--- config.mk ---
export PLATFORM = sky130hd
export DESIGN_NAME = trng_fifo_periph_flat
export DESIGN_NICKNAME = d
export VERILOG_FILES = /design/src/rtl/trng_fifo_periph_pkg.sv /design/src/rtl/trng_fifo_if.sv /design/src/rtl/trng_word_fifo.sv /design/src/rtl/trng_fifo_periph.sv /design/src/flat_wrapper.sv
export SDC_FILE = /design/constraint.sdc
export NUM_CORES = 1
export LEC_CHECK = 0
export ABC_AREA = 0
export ABC_CLOCK_PERIOD_IN_PS = 2300
export BUFFER_PORTS_ARGS = -buffer_cell sky130_fd_sc_hd__buf_4
export CAP_MARGIN = 20
export CORE_AREA = 4 4 106 158
export DETAILED_ROUTE_END_ITERATION = 10
export DIE_AREA = 0 0 110 162
export GPL_TIMING_DRIVEN = 0
export PLACE_DENSITY = 0.81
export SKIP_CTS_REPAIR_TIMING = 1
export SYNTH_ARGS = -nofsm -noshare
export SYNTH_HDL_FRONTEND = slang
export SYNTH_SLANG_ARGS = --single-unit
--- constraint.sdc ---
create_clock -name clk -period 2.3 [get_ports clk]
set_input_delay 0 -clock clk [delete_from_list [all_inputs] [get_ports clk]]
set_output_delay 0 -clock clk [all_outputs]
set_load 0.02 [all_outputs]
--- src/rtl/trng_fifo_periph_pkg.sv ---
// trng_fifo_periph_pkg: shared constants for the TRNG FIFO peripheral.
// Holds the register map, CTRL/STATUS bit positions, bus transfer-size
// codes and the entropy collector state enum.
package trng_fifo_periph_pkg;

  // Register addresses
  localparam logic [5:0] ADDR_CTRL   = 6'h0;
  localparam logic [5:0] ADDR_STATUS = 6'h1;
  localparam logic [5:0] ADDR_DATA   = 6'h2;
  localparam logic [5:0] ADDR_INFO   = 6'h3;

  // CTRL bit positions
  localparam int unsigned CTRL_EN         = 0;
  localparam int unsigned CTRL_FLUSH      = 1;
  localparam int unsigned CTRL_IRQ_EN     = 2;
  localparam int unsigned CTRL_THRESH_LSB = 8;
  localparam int unsigned CTRL_THRESH_MSB = 12;

  // STATUS bit positions
  localparam int unsigned STAT_LEVEL_LSB = 0;
  localparam int unsigned STAT_LEVEL_MSB = 4;
  localparam int unsigned STAT_EMPTY     = 8;
  localparam int unsigned STAT_FULL      = 9;
  localparam int unsigned STAT_OVERFLOW  = 10;
  localparam int unsigned STAT_STATE_LSB = 11;
  localparam int unsigned STAT_STATE_MSB = 12;

  // FIFO level field width (covers DEPTH up to 16)
  localparam int unsigned LEVEL_W = 5;

  // data_write_n / data_read_n encodings
  localparam logic [1:0] XFER_8    = 2'b00;
  localparam logic [1:0] XFER_16   = 2'b01;
  localparam logic [1:0] XFER_32   = 2'b10;
  localparam logic [1:0] XFER_NONE = 2'b11;

  typedef enum logic [1:0] {
    ST_OFF     = 2'd0,
    ST_COLLECT = 2'd1,
    ST_PUSH    = 2'd2
  } coll_state_e;

endpackage

--- src/rtl/trng_fifo_if.sv ---
// trng_fifo_if: register bus, entropy input and interrupt of the TRNG peripheral.
// master drives ent_bit/ent_valid/address/data_in/data_write_n/data_read_n;
// slave drives data_out/data_ready/user_interrupt.
interface trng_fifo_if;
  logic        ent_bit;
  logic        ent_valid;
  logic [5:0]  address;
  logic [31:0] data_in;
  logic [1:0]  data_write_n;
  logic [1:0]  data_read_n;
  logic [31:0] data_out;
  logic        data_ready;
  logic        user_interrupt;

  modport master (
    output ent_bit, ent_valid, address, data_in, data_write_n, data_read_n,
    input  data_out, data_ready, user_interrupt
  );

  modport slave (
    input  ent_bit, ent_valid, address, data_in, data_write_n, data_read_n,
    output data_out, data_ready, user_interrupt
  );
endinterface

--- src/rtl/trng_word_fifo.sv ---
// trng_word_fifo: DEPTH-entry word FIFO with flush, show-ahead head output.
// Ports: clk, rst (async, active-high), push, pop, flush (flush wins),
//        wdata, rdata_c (combinational head word), full, empty, level.
// A push into a full FIFO is accepted only when a pop happens in the same cycle.
module trng_word_fifo
  import trng_fifo_periph_pkg::*;
#(
  parameter int unsigned WORD_W = 32,
  parameter int unsigned DEPTH  = 4
) (
  input  logic               clk,
  input  logic               rst,
  input  logic               push,
  input  logic               pop,
  input  logic               flush,
  input  logic [WORD_W-1:0]  wdata,
  output logic [WORD_W-1:0]  rdata_c,
  output logic               full,
  output logic               empty,
  output logic [LEVEL_W-1:0] level
);

  localparam int unsigned AW = $clog2(DEPTH);

  logic [WORD_W-1:0]  mem [DEPTH];
  logic [AW-1:0]      wptr;
  logic [AW-1:0]      rptr;
  logic               push_ok;
  logic               pop_ok;
  logic [LEVEL_W-1:0] level_nxt;

  assign pop_ok  = pop && !empty;
  assign push_ok = push && (!full || pop_ok);
  assign rdata_c = mem[rptr];

  // Next occupancy; simultaneous push and pop leave it unchanged
  always_comb begin
    level_nxt = level;
    if (push_ok && !pop_ok) begin
      level_nxt = level + LEVEL_W'(1);
    end else if (!push_ok && pop_ok) begin
      level_nxt = level - LEVEL_W'(1);
    end
  end

  // Pointers and flags; pointers wrap naturally since DEPTH is a power of two
  always_ff @(posedge clk or posedge rst) begin
    if (rst) begin
      wptr  <= '0;
      rptr  <= '0;
      level <= '0;
      full  <= 1'b0;
      empty <= 1'b1;
    end else if (flush) begin
      wptr  <= '0;
      rptr  <= '0;
      level <= '0;
      full  <= 1'b0;
      empty <= 1'b1;
    end else begin
      if (push_ok) wptr <= wptr + AW'(1);
      if (pop_ok)  rptr <= rptr + AW'(1);
      level <= level_nxt;
      full  <= (level_nxt == LEVEL_W'(DEPTH));
      empty <= (level_nxt == '0);
    end
  end

  // Storage array, no reset needed
  always_ff @(posedge clk) begin
    if (push_ok && !flush) begin
      mem[wptr] <= wdata;
    end
  end

endmodule

--- src/rtl/trng_fifo_periph.sv ---
// trng_fifo_periph: entropy collector feeding a word FIFO behind a small register map.
// Ports: clk, rst (async, active-high), bus (trng_fifo_if.slave: entropy input,
//        register read/write, combinational data_out, data_ready, user_interrupt).
// Registers: 0x0 CTRL, 0x1 STATUS, 0x2 DATA (pop on read), 0x3 INFO.
// Build option: define TRNG_VN_DEBIAS_EN to insert a von Neumann debiaser
// between the entropy input and the collector.
module trng_fifo_periph
  import trng_fifo_periph_pkg::*;
#(
  parameter int unsigned WORD_W = 32,
  parameter int unsigned DEPTH  = 4
) (
  input  logic       clk,
  input  logic       rst,
  trng_fifo_if.slave bus
);

  localparam int unsigned CW = $clog2(WORD_W + 1);

  coll_state_e        state;
  coll_state_e        state_nxt;
  logic [WORD_W-1:0]  shreg;
  logic [CW-1:0]      count;
  logic               en;
  logic               irq_en;
  logic               flush_q;
  logic [4:0]         thresh;
  logic               overflow;
  logic               rd_q;

  logic               wr_any_c;
  logic               wr_ctrl_c;
  logic               wr_status_c;
  logic               lane_hi_c;
  logic               rd_data_c;
  logic               pop_c;
  logic               push_c;
  logic               bit_valid_c;
  logic               bit_val_c;
  logic [31:0]        rd_mux_c;

  logic [WORD_W-1:0]  fifo_rdata;
  logic               fifo_full;
  logic               fifo_empty;
  logic [LEVEL_W-1:0] fifo_level;

  logic               unused_bits;
  assign unused_bits = ^{bus.data_in[31:13], bus.data_in[7:3]};

  // Bus decode
  assign wr_any_c    = (bus.data_write_n != XFER_NONE);
  assign wr_ctrl_c   = wr_any_c && (bus.address == ADDR_CTRL);
  assign wr_status_c = wr_any_c && (bus.address == ADDR_STATUS);
  assign rd_data_c   = (bus.data_read_n != XFER_NONE) && (bus.address == ADDR_DATA);
  // Pop only on the first cycle of a DATA read strobe
  assign pop_c       = rd_data_c && !rd_q && !fifo_empty;

  // Byte lane [15:8] is written by 16- and 32-bit transfers only
  always_comb begin
    lane_hi_c = 1'b0;
    case (bus.data_write_n)
      XFER_8:           lane_hi_c = 1'b0;
      XFER_16, XFER_32: lane_hi_c = 1'b1;
      default:          lane_hi_c = 1'b0;
    endcase
  end

  // CTRL register; FLUSH is a one-cycle pulse
  always_ff @(posedge clk or posedge rst) begin
    if (rst) begin
      en      <= 1'b0;
      irq_en  <= 1'b0;
      flush_q <= 1'b0;
      thresh  <= '0;
    end else begin
      flush_q <= 1'b0;
      if (wr_ctrl_c) begin
        en      <= bus.data_in[CTRL_EN];
        irq_en  <= bus.data_in[CTRL_IRQ_EN];
        flush_q <= bus.data_in[CTRL_FLUSH];
        if (lane_hi_c) begin
          thresh <= bus.data_in[CTRL_THRESH_MSB:CTRL_THRESH_LSB];
        end
      end
    end
  end

  // Read-strobe edge flag
  always_ff @(posedge clk or posedge rst) begin
    if (rst) rd_q <= 1'b0;
    else     rd_q <= rd_data_c;
  end

`ifdef TRNG_VN_DEBIAS_EN
  logic pair_q;
  logic first_q;
  logic raw_take_c;

  assign raw_take_c  = bus.ent_valid && (state == ST_COLLECT);
  // Unequal pair emits its first bit: 01 -> 0, 10 -> 1
  assign bit_valid_c = raw_take_c && pair_q && (first_q != bus.ent_bit);
  assign bit_val_c   = first_q;

  // Pair tracking for the debiaser
  always_ff @(posedge clk or posedge rst) begin
    if (rst) begin
      pair_q  <= 1'b0;
      first_q <= 1'b0;
    end else if (flush_q || (state_nxt == ST_OFF)) begin
      pair_q  <= 1'b0;
      first_q <= 1'b0;
    end else if (raw_take_c) begin
      if (!pair_q) begin
        first_q <= bus.ent_bit;
        pair_q  <= 1'b1;
      end else begin
        pair_q  <= 1'b0;
      end
    end
  end
`else
  assign bit_valid_c = bus.ent_valid && (state == ST_COLLECT);
  assign bit_val_c   = bus.ent_bit;
`endif

  // Collector state register
  always_ff @(posedge clk or posedge rst) begin
    if (rst) state <= ST_OFF;
    else     state <= state_nxt;
  end

  // Collector next state and push strobe; FLUSH restarts, EN=0 overrides all
  always_comb begin
    state_nxt = state;
    push_c    = 1'b0;
    case (state)
      ST_OFF: begin
        if (en) state_nxt = ST_COLLECT;
      end
      ST_COLLECT: begin
        if (bit_valid_c && (count == CW'(WORD_W - 1))) state_nxt = ST_PUSH;
      end
      ST_PUSH: begin
        push_c    = 1'b1;
        state_nxt = ST_COLLECT;
      end
      default: state_nxt = ST_OFF;
    endcase
    if (flush_q) state_nxt = ST_COLLECT;
    if (!en)     state_nxt = ST_OFF;
  end

  // Shift register and bit count; the word stays stable through PUSH
  always_ff @(posedge clk or posedge rst) begin
    if (rst) begin
      shreg <= '0;
      count <= '0;
    end else if (flush_q || (state_nxt == ST_OFF)) begin
      shreg <= '0;
      count <= '0;
    end else if ((state == ST_COLLECT) && bit_valid_c) begin
      shreg <= {shreg[WORD_W-2:0], bit_val_c};
      count <= (count == CW'(WORD_W - 1)) ? '0 : count + CW'(1);
    end
  end

  // Sticky overflow: a word dropped because the FIFO was full with no pop
  always_ff @(posedge clk or posedge rst) begin
    if (rst) begin
      overflow <= 1'b0;
    end else if (flush_q || wr_status_c) begin
      overflow <= 1'b0;
    end else if (push_c && fifo_full && !pop_c) begin
      overflow <= 1'b1;
    end
  end

  trng_word_fifo #(
    .WORD_W (WORD_W),
    .DEPTH  (DEPTH)
  ) u_fifo (
    .clk     (clk),
    .rst     (rst),
    .push    (push_c),
    .pop     (pop_c),
    .flush   (flush_q),
    .wdata   (shreg),
    .rdata_c (fifo_rdata),
    .full    (fifo_full),
    .empty   (fifo_empty),
    .level   (fifo_level)
  );

  // Register read mux
  always_comb begin
    rd_mux_c = '0;
    case (bus.address)
      ADDR_CTRL: begin
        rd_mux_c[CTRL_EN]                          = en;
        rd_mux_c[CTRL_IRQ_EN]                      = irq_en;
        rd_mux_c[CTRL_THRESH_MSB:CTRL_THRESH_LSB]  = thresh;
      end
      ADDR_STATUS: begin
        rd_mux_c[STAT_LEVEL_MSB:STAT_LEVEL_LSB]    = fifo_level;
        rd_mux_c[STAT_EMPTY]                       = fifo_empty;
        rd_mux_c[STAT_FULL]                        = fifo_full;
        rd_mux_c[STAT_OVERFLOW]                    = overflow;
        rd_mux_c[STAT_STATE_MSB:STAT_STATE_LSB]    = state;
      end
      ADDR_DATA: begin
        if (!fifo_empty) rd_mux_c = 32'(fifo_rdata);
      end
      ADDR_INFO: begin
        rd_mux_c = {16'(DEPTH), 16'(WORD_W)};
      end
      default: rd_mux_c = '0;
    endcase
  end

  assign bus.data_out       = rd_mux_c;
  assign bus.data_ready     = 1'b1;
  assign bus.user_interrupt = irq_en && (thresh != '0) && (fifo_level >= thresh);

endmodule

--- src/flat_wrapper.sv ---
// flat-port wrapper written by rule: the top's interface ports become plain ports
module trng_fifo_periph_flat import trng_fifo_periph_pkg::*;
#(
  parameter int unsigned WORD_W = 32,
  parameter int unsigned DEPTH  = 4
)
  (clk, rst, bus_ent_bit, bus_ent_valid, bus_address, bus_data_in, bus_data_write_n, bus_data_read_n, bus_data_out, bus_data_ready, bus_user_interrupt);
  trng_fifo_if bus_i ();
  input  logic clk;
  input  logic rst;
  input wire logic [$bits(bus_i.ent_bit)-1:0] bus_ent_bit;
  input wire logic [$bits(bus_i.ent_valid)-1:0] bus_ent_valid;
  input wire logic [$bits(bus_i.address)-1:0] bus_address;
  input wire logic [$bits(bus_i.data_in)-1:0] bus_data_in;
  input wire logic [$bits(bus_i.data_write_n)-1:0] bus_data_write_n;
  input wire logic [$bits(bus_i.data_read_n)-1:0] bus_data_read_n;
  output wire logic [$bits(bus_i.data_out)-1:0] bus_data_out;
  output wire logic [$bits(bus_i.data_ready)-1:0] bus_data_ready;
  output wire logic [$bits(bus_i.user_interrupt)-1:0] bus_user_interrupt;
  assign bus_i.ent_bit = bus_ent_bit;
  assign bus_i.ent_valid = bus_ent_valid;
  assign bus_i.address = bus_address;
  assign bus_i.data_in = bus_data_in;
  assign bus_i.data_write_n = bus_data_write_n;
  assign bus_i.data_read_n = bus_data_read_n;
  assign bus_data_out = bus_i.data_out;
  assign bus_data_ready = bus_i.data_ready;
  assign bus_user_interrupt = bus_i.user_interrupt;
  trng_fifo_periph #(.WORD_W(WORD_W), .DEPTH(DEPTH)) u_core (.clk(clk), .rst(rst), .bus(bus_i));
endmodule
==> flow_summary.toml <==
[outcome]
status = "finished clean"

[global_routing]
grt.overflow.total = 0
grt_pass1_wl_um = 26700
grt_pass1_vias = 5011
antenna_found_initial = 0
grt_max_degree = 38
track_usage = 0.202

[cells_and_area]
layout-drive-gt1-share = 0.270
areaGrowthSynthToFinish_pct = 20.6
n_antenna_cell = 0
final_common_cell = "edfxtp_1"
final_cell_mix = "edfxtp_1, nand2_1, dfrtp_1"
nNetsFinal = 699

[floorplan]
ios = 80
num_rows = 56
die_y_um = 162
core-area_um2 = 15500
dieArea_um2 = 17800
die_w_um = 110
start_util = 0.513

[logic_synthesis]
synth_warnings = 0
syn_area_per_cell_um2 = 14.8
muxShareOfSynthArea = 0.104
syn_area_um2 = 7950
synth_edf_count = 128
synth-seq-cells = 189
postSynth.asyncResetShare = 0.323
synth_cell_types = 52
synth-simple-area-share = 0.111
syn_inst = 538
syn_nets = 597
synthXorXnorAreaFrac = 0.0110
synthAdderAreaFrac = 0.0205
yosysSeqAreaShare = 0.676
ys.flop_type = "edfxtp_1"
synth_compound_area_frac = 0.0560
synth_top_family_by_area = "simple AND/OR/NAND/NOR gates"

[setup_path]
cp.depth = 6
critPathMaxFanout = 13
rr_startpoint = "u_core.u_fifo.empty"
crit_path_cell_trace = "nor3b_4 > nand3_4 > a21oi_4 > nor2b_4 > and2_4 > buf_12"
worstSetupEndpointType = "flop"
cp.arrival_ps = 2420
crit_family = "simple AND/OR/NAND/NOR gates"
ff2ff_path_depth = 6
critPathBufInv = 1
crit_slowest_cell = "dfstp_2"
r2r_end = "u_core.u_fifo.mem[2][23]"
r2r_setup_slack_ps = 10
cp-start-kind = "flop"
path_class = "flop to flop"
startpoint = "u_core.u_fifo.empty"
worstPathRequired_ps = 2440
cp-endpoint = "u_core.u_fifo.mem[2][23]"
max_stage_delay_ps = 390

[power_and_ir_drop]
power.share.switching = 0.255
seqPwrFrac = 0.491
p_int_uw = 5680
switchingPower_uw = 1940
power_density_nw_per_um2 = 796
ir_drop_mv = 0.582
leakage_uw = 0.00388
p_clk_frac = 0.385
combPwrFrac = 0.123

[timing]
post-route-min-period_ps = 2290
max_slew_margin = 0.421
fmax_mhz = 438
setup_viol = 0
slew_viol_final = 0
fin_tns_setup_ps = 0
fin_crit_sh = 0.993
tightest_slew_ps = 867
hold_viol_final = 0
final.setup.worst_slack_ps = 15.0
fin_skew_ps = 9.96

[clocking]
cts_root_buffer = "clkbuf_16"
cts_made_buffers = 17
cts_tree = "done"
path_clk_slew_ps = 70
cts_sinks = 189
clk_latency_ps = 430
max-clock-path-buffers = 2
h-tree-depth = 4

[route]
final_antenna_net_count = 0
drt_iter0_drc = 547
via_per_inst = 5.98
drtPass1Iterations = 6
route.detailed.drc = 0
num_vias = 5120
routed_wirelength_um = 19400
wl_per_cell_um = 22.7

[place]
post-place-ws_ps = -535
portBuffers = 54
dp_hpwl_um = 11500
gp_congestion = 0.914

[flow_run]
maxCapViolCount = 0

[min_path]
hold_class = "primary input to flop"
-- state kept, by name, summed over array words and instances, names as in the netlist --
register / cells
u_core.u_fifo.mem: 128
u_core.shreg: 32
u_core.count: 6
u_core.thresh: 5
u_core.u_fifo.level: 5
u_core.state: 2
u_core.u_fifo.rptr: 2
u_core.u_fifo.wptr: 2
u_core.en: 1
u_core.flush_q: 1
u_core.irq_en: 1
u_core.overflow: 1
u_core.rd_q: 1
u_core.u_fifo.empty: 1
u_core.u_fifo.full: 1
-- how the worst min path moves through the flow --
stage                       start                endpoint  cells past startpoint
3_3_place_gp   bus_data_read_n[1]             u_core.rd_q                      2
6_report           bus_address[1]           u_core.irq_en                      3
3_5_place_dp                  rst  u_core.u_fifo.level[2]                      2
4_1_cts                       rst  u_core.u_fifo.level[2]                      2
5_1_grt            bus_address[1]           u_core.irq_en                      3
2_1_floorplan  bus_data_read_n[1]             u_core.rd_q                      1
-- worst min-delay path, delay by kind of cell --
family | cells | cell delay (ps)
AND/OR/NAND/NOR | 1 | 70
multiplexers | 1 | 220
buffers and inverters | 1 | 140
-- through the flow --
stage,instances,power [uW],instance area (um2),hold WS (ps),utilization
after floorplan,538,4400,7960,83.3,-
after global placement,795,4610,8610,213,0.556
after detailed placement,796,4660,8630,217,0.558
after CTS,828,7540,9220,-242,0.596
after global routing,856,7880,9580,33.2,0.619
final,856,7630,9580,32.6,0.619
-- cell usage after synthesis, types with 3 or more instances --
cell	count	area share
a21o_1	3	0.0028
a21oi_1	40	0.025
a22o_1	3	0.0033
a22oi_1	7	0.0066
and2_1	5	0.0039
and3_1	23	0.018
buf_2	6	0.0038
clkbuf_1	19	0.0090
dfrtp_1	60	0.19
edfxtp_1	128	0.48
ha_1	13	0.020
inv_1	10	0.0047
mux2_2	7	0.0099
mux2i_1	3	0.0038
mux4_2	32	0.091
nand2_1	93	0.044
nand3_1	5	0.0031
nand4_1	4	0.0031
nor2_1	20	0.0094
nor3_1	3	0.0019
o21ai_0	6	0.0038
xnor2_1	5	0.0055
xor2_1	5	0.0055
-- power by group through the flow --
stage	logic [uW]	clock network (uW)	registers, uW
global route	1030	3100	3750
floorplan	614	0	3780
detailed placement	841	0	3820
finish	942	2940	3750
global placement	799	0	3810
CTS	850	2940	3750
-- cell type report --
cell class	instances	area [um2]
Inverter	11	43.8
Buffer	29	150
Timing Repair Buffer	73	631
Multi-Input combinational cell	319	2540
Tap cell	203	254
Clock buffer	17	425
Clock inverter	15	163
Fill cell	1060	5900
Sequential cell	189	5370
-- per-layer routing --
metal,track usage,vias up,part of all wire
met1,0.242,2595,0.34
met3,0.0366,45,0.060
met2,0.355,261,0.57
met5,0,-,0
met4,0.0839,0,0.028
li1,-,2219,-
-- cell families after synthesis --
kind of cell	count (synthesis)
AND/OR/NAND/NOR	174
XOR/XNOR	10
flip-flops	189
buffers and inverters	40
multiplexers	42
other	1
AO/OA/AOI/OAI	69
adder cells (fa/ha/maj)	13
Note: power is estimated with default switching activity, not from simulation.
